`config.mk`:
```
export PLATFORM = sky130hd
export DESIGN_NAME = twiddle_gen
export DESIGN_NICKNAME = d
export VERILOG_FILES = /design/src/rtl/twiddle_pkg.sv /design/src/rtl/twiddle_qrom.sv /design/src/rtl/twiddle_gen.sv
export SDC_FILE = /design/constraint.sdc
export NUM_CORES = 1
export LEC_CHECK = 0
export CAP_MARGIN = 15
export CORE_MARGIN = 5
export CORE_UTILIZATION = 48
export CTS_CLUSTER_DIAMETER = 200
export DETAILED_ROUTE_END_ITERATION = 16
export PLACE_DENSITY_LB_ADDON = 0.08
export SYNTH_ARGS = -nofsm -noshare
export SYNTH_HDL_FRONTEND = slang
export SYNTH_SLANG_ARGS = --single-unit
```
`constraint.sdc`:
```
create_clock -name clk -period 4.05 [get_ports clk]
set_input_delay 0.81 -clock clk [delete_from_list [all_inputs] [get_ports clk]]
set_output_delay 0.81 -clock clk [all_outputs]
set_load 0.03 [all_outputs]
```
`src/rtl/twiddle_pkg.sv`:
```
// Shared helpers for the twiddle-factor generator: quarter-wave ROM contents and the
// quadrant fold that rebuilds a full-circle coefficient from two ROM words.
package twiddle_pkg;

  localparam real Pi = 3.14159265358979323846;

  typedef struct packed {
    logic signed [63:0] re;
    logic signed [63:0] im;
  } cpx_t;

  // Quarter-wave ROM depth: N/4+1 words for an N = 2^log2n point transform.
  function automatic int qlen(input int log2n);
    return (1 << (log2n - 2)) + 1;
  endfunction

  // cos(2*pi*i/N) in fixed point, truncated toward zero; endpoints forced exact.
  function automatic longint cos_q(input int i, input int log2n, input int frac);
    real x;
    real x2;
    real term;
    real sum;
    if (i == 0) return longint'(1) << frac;
    if (i == (1 << (log2n - 2))) return 0;
    x    = 2.0 * Pi * real'(i) / real'(longint'(1) << log2n);
    x2   = x * x;
    term = 1.0;
    sum  = 1.0;
    for (int n = 1; n <= 16; n++) begin
      term = -term * x2 / real'((2 * n - 1) * (2 * n));
      sum  = sum + term;
    end
    return longint'($rtoi(sum * real'(longint'(1) << frac)));
  endfunction

  // a = C(x), b = C(N/4-x); quad set when k >= N/4 (x = k-N/4 there).
  function automatic cpx_t fold(input logic quad, input logic inv, input longint a,
                                input longint b);
    cpx_t r;
    if (!quad) begin
      r.re = a;
      r.im = -b;
    end else begin
      r.re = -b;
      r.im = -a;
    end
    if (inv) r.im = -r.im;
    return r;
  endfunction

endpackage

```
`src/rtl/twiddle_qrom.sv`:
```
// Quarter-wave cosine ROM with two synchronous read ports, contents built at elaboration.
module twiddle_qrom
  import twiddle_pkg::*;
#(
  parameter int LOG2N = 4,
  parameter int W_W   = 32,
  parameter int FRAC  = 16
) (
  input  logic             clk,
  input  logic [LOG2N-2:0] addr_a_i,
  input  logic [LOG2N-2:0] addr_b_i,
  output logic [W_W-1:0]   data_a_o,
  output logic [W_W-1:0]   data_b_o
);

  localparam int QLEN = qlen(LOG2N);

  logic [W_W-1:0] rom [QLEN];
  logic [W_W-1:0] data_a_d, data_a_q;
  logic [W_W-1:0] data_b_d, data_b_q;

  for (genvar i = 0; i < QLEN; i++) begin : g_rom
    assign rom[i] = W_W'(cos_q(i, LOG2N, FRAC));
  end

  always_comb begin
    data_a_d = rom[addr_a_i];
    data_b_d = rom[addr_b_i];
  end

  always_ff @(posedge clk) begin
    data_a_q <= data_a_d;
    data_b_q <= data_b_d;
  end

  assign data_a_o = data_a_q;
  assign data_b_o = data_b_q;

endmodule

```
`src/rtl/twiddle_gen.sv`:
```
// Twiddle-factor generator for a radix-2 SDF DIF FFT: one coefficient per butterfly
// stage per accepted sample, two-cycle fixed latency.
module twiddle_gen
  import twiddle_pkg::*;
#(
  parameter int LOG2N  = 4,
  parameter int W_W    = 32,
  parameter int FRAC   = 16,
  parameter int STAGES = LOG2N - 1
) (
  input  logic                  clk,
  input  logic                  rst,
  input  logic                  in_valid,
  input  logic                  sync,
  input  logic                  inverse,
  output logic [STAGES*W_W-1:0] tw_re,
  output logic [STAGES*W_W-1:0] tw_im,
  output logic                  tw_valid,
  output logic                  frame_start
);

  localparam int             KW  = LOG2N - 1;
  localparam logic [KW-1:0]  Qtr = KW'(1 << (LOG2N - 2));
  localparam logic [W_W-1:0] One = W_W'(longint'(1) << FRAC);

  logic [LOG2N-1:0]      cnt_q, cnt_d, c;
  logic                  inv_q, inv_d;
  logic                  valid_q;
  logic                  first_d, first_q;
  logic                  invp_q;
  logic [KW-1:0]         k      [STAGES];
  logic [KW-1:0]         addr_a [STAGES];
  logic [KW-1:0]         addr_b [STAGES];
  logic [STAGES-1:0]     quad_d, quad_q;
  logic [W_W-1:0]        rom_a  [STAGES];
  logic [W_W-1:0]        rom_b  [STAGES];
  cpx_t                  fold_r [STAGES];
  logic [STAGES*W_W-1:0] tw_re_d, tw_re_q, tw_im_d, tw_im_q;
  logic                  tw_valid_q;
  logic                  frame_start_d, frame_start_q;

  // Sample counter and per-frame inverse latch; sample 0 already sees the new mode.
  always_comb begin
    c       = sync ? '0 : cnt_q;
    first_d = (c == '0);
    cnt_d   = cnt_q;
    if (in_valid) cnt_d = c + 1'b1;
    else if (sync) cnt_d = '0;
    inv_d = (in_valid && first_d) ? inverse : inv_q;
  end

  // k = 0 when the stage's half bit is clear, else the low bits scaled by 2^s.
  always_comb begin
    for (int s = 0; s < STAGES; s++) begin
      k[s] = '0;
      if (c[LOG2N-1-s]) k[s] = KW'((c & LOG2N'((1 << (LOG2N - 1 - s)) - 1)) << s);
      quad_d[s] = k[s][KW-1];
      addr_a[s] = {1'b0, k[s][KW-2:0]};
      addr_b[s] = Qtr - addr_a[s];
    end
  end

  for (genvar s = 0; s < STAGES; s++) begin : g_stage
    twiddle_qrom #(
      .LOG2N(LOG2N),
      .W_W  (W_W),
      .FRAC (FRAC)
    ) u_qrom (
      .clk     (clk),
      .addr_a_i(addr_a[s]),
      .addr_b_i(addr_b[s]),
      .data_a_o(rom_a[s]),
      .data_b_o(rom_b[s])
    );
  end

  always_comb begin
    for (int s = 0; s < STAGES; s++) begin
      fold_r[s] = fold(quad_q[s], invp_q, longint'($signed(rom_a[s])),
                       longint'($signed(rom_b[s])));
    end
  end

  // Outputs only move on a valid sample so bubbles hold the last coefficients.
  always_comb begin
    tw_re_d       = tw_re_q;
    tw_im_d       = tw_im_q;
    frame_start_d = valid_q & first_q;
    if (valid_q) begin
      for (int s = 0; s < STAGES; s++) begin
        tw_re_d[s*W_W +: W_W] = W_W'(fold_r[s].re);
        tw_im_d[s*W_W +: W_W] = W_W'(fold_r[s].im);
      end
    end
  end

  always_ff @(posedge clk or posedge rst) begin
    if (rst) begin
      cnt_q         <= '0;
      inv_q         <= 1'b0;
      valid_q       <= 1'b0;
      first_q       <= 1'b0;
      invp_q        <= 1'b0;
      quad_q        <= '0;
      tw_re_q       <= {STAGES{One}};
      tw_im_q       <= '0;
      tw_valid_q    <= 1'b0;
      frame_start_q <= 1'b0;
    end else begin
      cnt_q         <= cnt_d;
      inv_q         <= inv_d;
      valid_q       <= in_valid;
      first_q       <= first_d;
      invp_q        <= inv_d;
      quad_q        <= quad_d;
      tw_re_q       <= tw_re_d;
      tw_im_q       <= tw_im_d;
      tw_valid_q    <= valid_q;
      frame_start_q <= frame_start_d;
    end
  end

  assign tw_re       = tw_re_q;
  assign tw_im       = tw_im_q;
  assign tw_valid    = tw_valid_q;
  assign frame_start = frame_start_q;

endmodule

```
==> results of run 1 <==
-- routing by layer --
layer  part of all wire, %  GRT usage [%]  up-vias
met1                    46          29.04     2406
met4                  0.99          5.678        0
met2                    47          33.53      179
met3                   6.7          4.424       15
li1                      -              -     2426
met5                     0              0        -
-- where the power goes --
group | internal (uW) | total, uW | switching, uW
combinational | 145 | 452 | 307
clock | 856 | 1440 | 587
sequential | 1220 | 1260 | 41.6
-- cells by family (layout without fill, tap and decap cells) --
| logic type | after synthesis | in the layout | share of synthesized area [%] |
|---|---|---|---|
| adders and majority gates | 16 | 16 | 3.047 |
| DFF | 117 | 117 | 43.10 |
| AOI/OAI and AO/OA | 138 | 138 | 13.52 |
| other | 1 | 52 | 0.05708 |
| xor gates and xnor gates | 24 | 24 | 3.199 |
| muxes | 30 | 30 | 4.913 |
| and+or+nand+nor | 191 | 191 | 14.82 |
| buffers and inverters | 193 | 242 | 17.35 |
-- layout by cell type, fill, tap and decap left out, drive strengths merged, types with 9 or more instances in the layout --
cell type and instances:
buf 11, xnor2 18, mux2 15, conb 52
inv 57, nor2 63, and3 9, dfrtp 94
ha 16, o2bb2ai 11, clkdlybuf4s50 147, a21oi 42
dfxtp 20, nand3 10, nand2 40, mux2i 15
nor3 16, o21ai 42, clkbuf 17
-- cell type report --
cell class              count  area, sq um  area share [%]
inverters                  52        197.7           2.421
multi-input cells         451         2790           34.17
repair buffers            158         1554           19.03
clock buffers              17        425.4           5.210
well taps                 176        220.2           2.697
flip-flops and latches    117         2833           34.69
clock inverters            15        145.1           1.778
-- final timing paths --
path                                           startpoint  cells after the start   endpoint
max                        g_stage[0].u_qrom.data_a_o[14]                     10  tw_im[24]
min                                             quad_q[2]                      1  tw_re[80]
max reg2reg                g_stage[0].u_qrom.data_a_o[14]                     10  tw_im[24]
min reg2reg                                     quad_q[2]                      1  tw_re[80]
max in group asynchronous                             rst                      3  tw_re[16]
min in group asynchronous                             rst                      2  tw_im[80]
-- stage by stage --
stage	total power [uW]	hold WS (ps)	area, sq um
floorplan	1623	351.9	6761
global placement	1727	403.7	7595
detailed placement	1734	404.3	7595
CTS	3179	411.9	8165
global route	3270	460.0	8165
finish	3154	408.7	8165
-- sequential cells by signal (all words and copies together) (netlist names) --
signal and flops:
g_stage.u_qrom.data_a_o 10, invp_q 1, cnt_q 4, first_q 1
tw_re 38, tw_im 47, tw_valid 1, quad_q 3
frame_start 1, valid_q 1, g_stage.u_qrom.data_b_o 10
-- worst register-to-register path, stage by stage (launching register included) --
cell and delay (ps):
dfxtp_1 480, inv_1 160, ha_1 310, ha_1 260
ha_1 230, xnor2_1 140, mux2i_1 310, nand3_1 310
or4_4 660, nor4_1 460, o2bb2ai_1 100
==> results.yml, run 1 <==
critical_path:
  crit_arrival_ps: 3850
  end_kind: "register"
  startpoint_type: "register"
  cp_max_fo: 8
  critPathMostFrequentCell: "ha_1"
  crit_family: "simple AND/OR/NAND/NOR gates"
  cp_cell_sequence: "inv_1, ha_1, ha_1, ha_1, xnor2_1, mux2i_1, nand3_1, or4_4, nor4_1, o2bb2ai_1"
  ff2ff_setup_slack_ps: 490
  critical_path.max_stage_delay_ps: 650
  cp_num_buf_inv: 1
  slowest_stage: "or4_4"
  crit_type: "register to register"
  worst_ep_required_time_ps: 4340
grt:
  grt_antenna_before_repair: 0
  overflow: 0
  grt_max_degree: 73
  grt_pass1_wl_um: 26750
  first_global_vias: 4796
  grt_use_total_pct: 20.94
finish:
  drive_above_1_share_pct: 9.630
  nFillCells: 1151
  final_util_pct: 61.17
  nets: 818
  antennaDiodeCount: 0
  area_growth_pct: 24.28
  stdcell_count: 986
yosys:
  synth_top_flop_cell: "dfrtp_1"
  yosysTopAreaCellShare_pct: 35.80
  syn_area_per_cell_sq_um: 9.254
  synth.top_cells.by_area: "dfrtp_1 (36%), buf_4 (12%), dfxtp_1 (6.1%)"
  synth_cell_types: 69
  yosysWarningCount: 0
  seq_area_frac_synth_pct: 43.10
  synth_area_sq_um: 6570
  yosys.cell_count.top_type: "buf_4"
  async_flop_share_pct: 82.91
  synth_commonest_cells: "buf_4 (107), dfrtp_1 (94), nor2_1 (63)"
  synth.largest_area_cell: "dfrtp_1"
  synth-edff-count: 0
  synthCells: 710
  ys_ff_latch: 117
clock_tree:
  cts-buffers-inserted: 17
  clockBufferDepth: 2
  root_buffer: "clkbuf_16"
  cts_tree: "yes"
  clk_latency_ps: 420
  cts.clk_slew.worst_paths_ps: 60
  cts_max_level: 4
  holdBufCountCts: 0
  cts_resized: 0
  post_cts_buffers: 0
  clkSinkCount: 117
placement:
  gp_congestion: 0.9156
  dp_hpwl_um: 12900
  io_buffers: 147
  dp_cells: 954
  place_worst_setup_slack_ps: 570.0
sta:
  drv_slew: 0
  fmax_mhz: 280.8
  final_hold_viol_count: 0
  period_minus_slack_ps: 3562
  fin_crit_sh_pct: 87.94
  worst_pin_slew_ps: 897.8
  skew_ps: 10.33
  slew_headroom_pct: 40.15
  grt_setup_unrepaired: "no"
  tns_ps: 0
  setup_violations: 0
  setup_ws_ps: 488.4
outcome:
  status: "finished clean"
floorplanning:
  rows: 42
  coreArea_sq_um: 13350
  initial_core_util_pct: 49.22
  die_h_um: 127.0
  ioPinCount: 199
  die_area_sq_um: 16130
  die_w_um: 127.0
routing:
  dr.pass1.iters: 5
  vias_per_cell: 5.097
  wirelength_um: 16870
  vias: 5026
  post-route-drc-count: 0
  drt-initial-drc-count: 370
  ant_nets: 0
  wire_per_inst_um: 17.11
pwr:
  power_density_nw_per_um2: 386.3
  p_leak_uw: 0.003613
  ir_drop_v: 0.0002636
run:
  cap_violations: 0
hold_path:
  hold_path_class: "register to register"
No activity file was read; power rests on OpenSTA's default activity.
==> inputs of run 2 (changes only) <==
Settings changed: CORE_UTILIZATION 48 to 44, SKIP_CTS_REPAIR_TIMING set to 1.
Clock period 4.05 ns to 3.25 ns, I/O delays scaled along.
==> run 2 against run 1 <==
  * Worst hold slack improved by 5.1 ps
  * Critical path type unchanged
  * Clock skew shrank 3.9 ps
  * Die area is 8.4% higher
  * Worst setup slack got worse by 260 ps
  * Sequential share of layout area decreased by 0.79 points
  * Via count up 1.1%
  * Critical endpoint is now tw_im[25]
  * Largest power group unchanged
  * Register-to-register slack got worse by 260 ps
  * Combinational power rose by 24%
  * Clock-buffer cell count rose by 2
==> results.yml, run 2 (synthesis results as in run 1) <==
grt:
  first_global_vias: 4981
  use_met3_pct: 5.611
  busiest_layer: "met2"
  grt_use_total_pct: 19.94
  use_met1_pct: 27.13
  grt_max_degree: 55
  overflow: 0
  grt_pass1_wl_um: 27740
  grt_util_met2_pct: 31.36
  grt_antenna_before_repair: 0
finish:
  nets: 830
  area_growth_pct: 27.19
  final_util_pct: 57.28
  drive_above_1_share_pct: 11.19
  largest_reg_flops: 47
  antennaDiodeCount: 0
  final_cell_mix: "clkdlybuf4s50_1 (147), dfrtp_1 (93), nor2_1 (63)"
  final_area_sq_um: 8357
  final_common_cell: "clkdlybuf4s50_1"
critical_path:
  ff2ff_setup_slack_ps: 230
  slowest_stage: "or4_4"
  crit_family: "simple AND/OR/NAND/NOR gates"
  crit_type: "register to register"
  cp_num_buf_inv: 1
  crit_arrival_ps: 3320
  startpoint_type: "register"
  end_kind: "register"
  cp_max_fo: 7
  critical_path.max_stage_delay_ps: 630
  cp_cell_sequence: "inv_1, ha_1, or3b_1, a2bb2oi_2, nand3_1, or4_4, o21ba_2, a221o_1"
  worst_ep_required_time_ps: 3540
placement:
  dpl_cell_area_sq_um: 7720
  gp_congestion: 0.8860
  io_buffers: 147
  dp_hpwl_um: 13360
  place_worst_setup_slack_ps: 228.0
routing:
  vias: 5079
  dr.pass1.iters: 5
  wire_per_inst_um: 17.28
  post-route-drc-count: 0
  wirelength_um: 17390
  vias_per_cell: 5.049
  drt-initial-drc-count: 278
  ant_nets: 0
pwr:
  p_switching_uw: 1132
  power_density_nw_per_um2: 489.1
  combPwrFrac_pct: 13.7
  p_leak_uw: 0.003692
  p_clk_share_pct: 47.8
  swShare_pct: 27.70
  ir_drop_v: 0.0003042
  intPower_uw: 2955
  seq_power_share_pct: 38.6
clock_tree:
  clkSinkCount: 117
  cts_max_level: 4
  clk_latency_ps: 410
  root_buffer: "clkbuf_16"
  cts_tree: "yes"
  clockBufferDepth: 2
  cts.clk_slew.worst_paths_ps: 60
  cts-buffers-inserted: 17
sta:
  setup_violations: 0
  slew_headroom_pct: 51.32
  worst_pin_slew_ps: 709.9
  final_hold_viol_count: 0
  grt_setup_unrepaired: "no"
  period_minus_slack_ps: 3024
  setup_ws_ps: 225.7
  skew_ps: 6.448
  tns_ps: 0
  fmax_mhz: 330.7
  fin_crit_sh_pct: 93.05
  drv_slew: 0
floorplanning:
  initial_core_util_pct: 45.03
  die_w_um: 132.2
  die_area_sq_um: 17480
  ioPinCount: 199
  coreArea_sq_um: 14590
  die_h_um: 132.2
  rows: 44
run:
  cap_violations: 0
outcome:
  status: "finished clean"
hold_path:
  hold_path_class: "register to register"
==> run 2: cell types whose count changed in the layout (fill, tap and decap cells not counted), moves of 2 or more <==
| cell | change |
|---|---|
| clkinvlp_4 | +2 |
| clkinv_2 | -2 |
| bufinv_16 | +2 |
| buf_12 | +2 |
| inv_6 | -2 |
| buf_4 | +10 |
| clkbuf_8 | +2 |
==> run 2: final timing paths <==
check / start / endpoint / depth (start not counted)
max reg2reg: g_stage[0].u_qrom.data_b_o[6] / tw_im[25] / 8
max in group asynchronous: rst / tw_re[0] / 3
min: quad_q[2] / tw_re[80] / 1
min reg2reg: quad_q[2] / tw_re[80] / 1
max: g_stage[0].u_qrom.data_b_o[6] / tw_im[25] / 8
min in group asynchronous: rst / tw_im[80] / 2
==> run 2: final cells by class <==
cell class                      count  area [sq um]
Fill cell                        1298          6232
Multi-Input combinational cell    451          2801
Clock buffer                       19         452.9
Timing Repair Buffer              170          1669
Inverter                           52         197.7
Sequential cell                   117          2833
Tap cell                          184         230.2
Clock inverter                     13         172.7
==> run 2: layer usage <==
layer	part of all wire (%)	vias to the layer above
li1	-	2456
met1	45	2451
met2	47	160
met3	6.3	12
met4	1.3	0
met5	0	-
==> run 2: per-stage QoR <==
stage,cells,power (uW),hold WS [ps]
after floorplan,761,2023,351.9
after global placement,974,2154,407.4
after CTS,1006,4138,416.8
after global routing,1006,4251,426.0
final,1006,4088,413.8
after detailed placement,974,2164,410.3
==> run 2: power by group through the flow <==
| stage | logic, uW | registers (uW) | clock network (uW) |
|---|---|---|---|
| final | 559 | 1580 | 1950 |
| after detailed placement | 560 | 1600 | 0 |
| after CTS | 562 | 1580 | 2000 |
| after global routing | 595 | 1590 | 2070 |
| after floorplan | 338 | 1690 | 0 |
| after global placement | 554 | 1600 | 0 |
==> run 2: worst register-to-register path, delay by kind of cell (launching register included) <==
family,cells,cell delay [ps]
AO/OA/AOI/OAI,3,750
AND/OR/NAND/NOR,3,1220
flip-flops,1,490
buffers and inverters,1,110
adder cells (fa/ha/maj),1,340
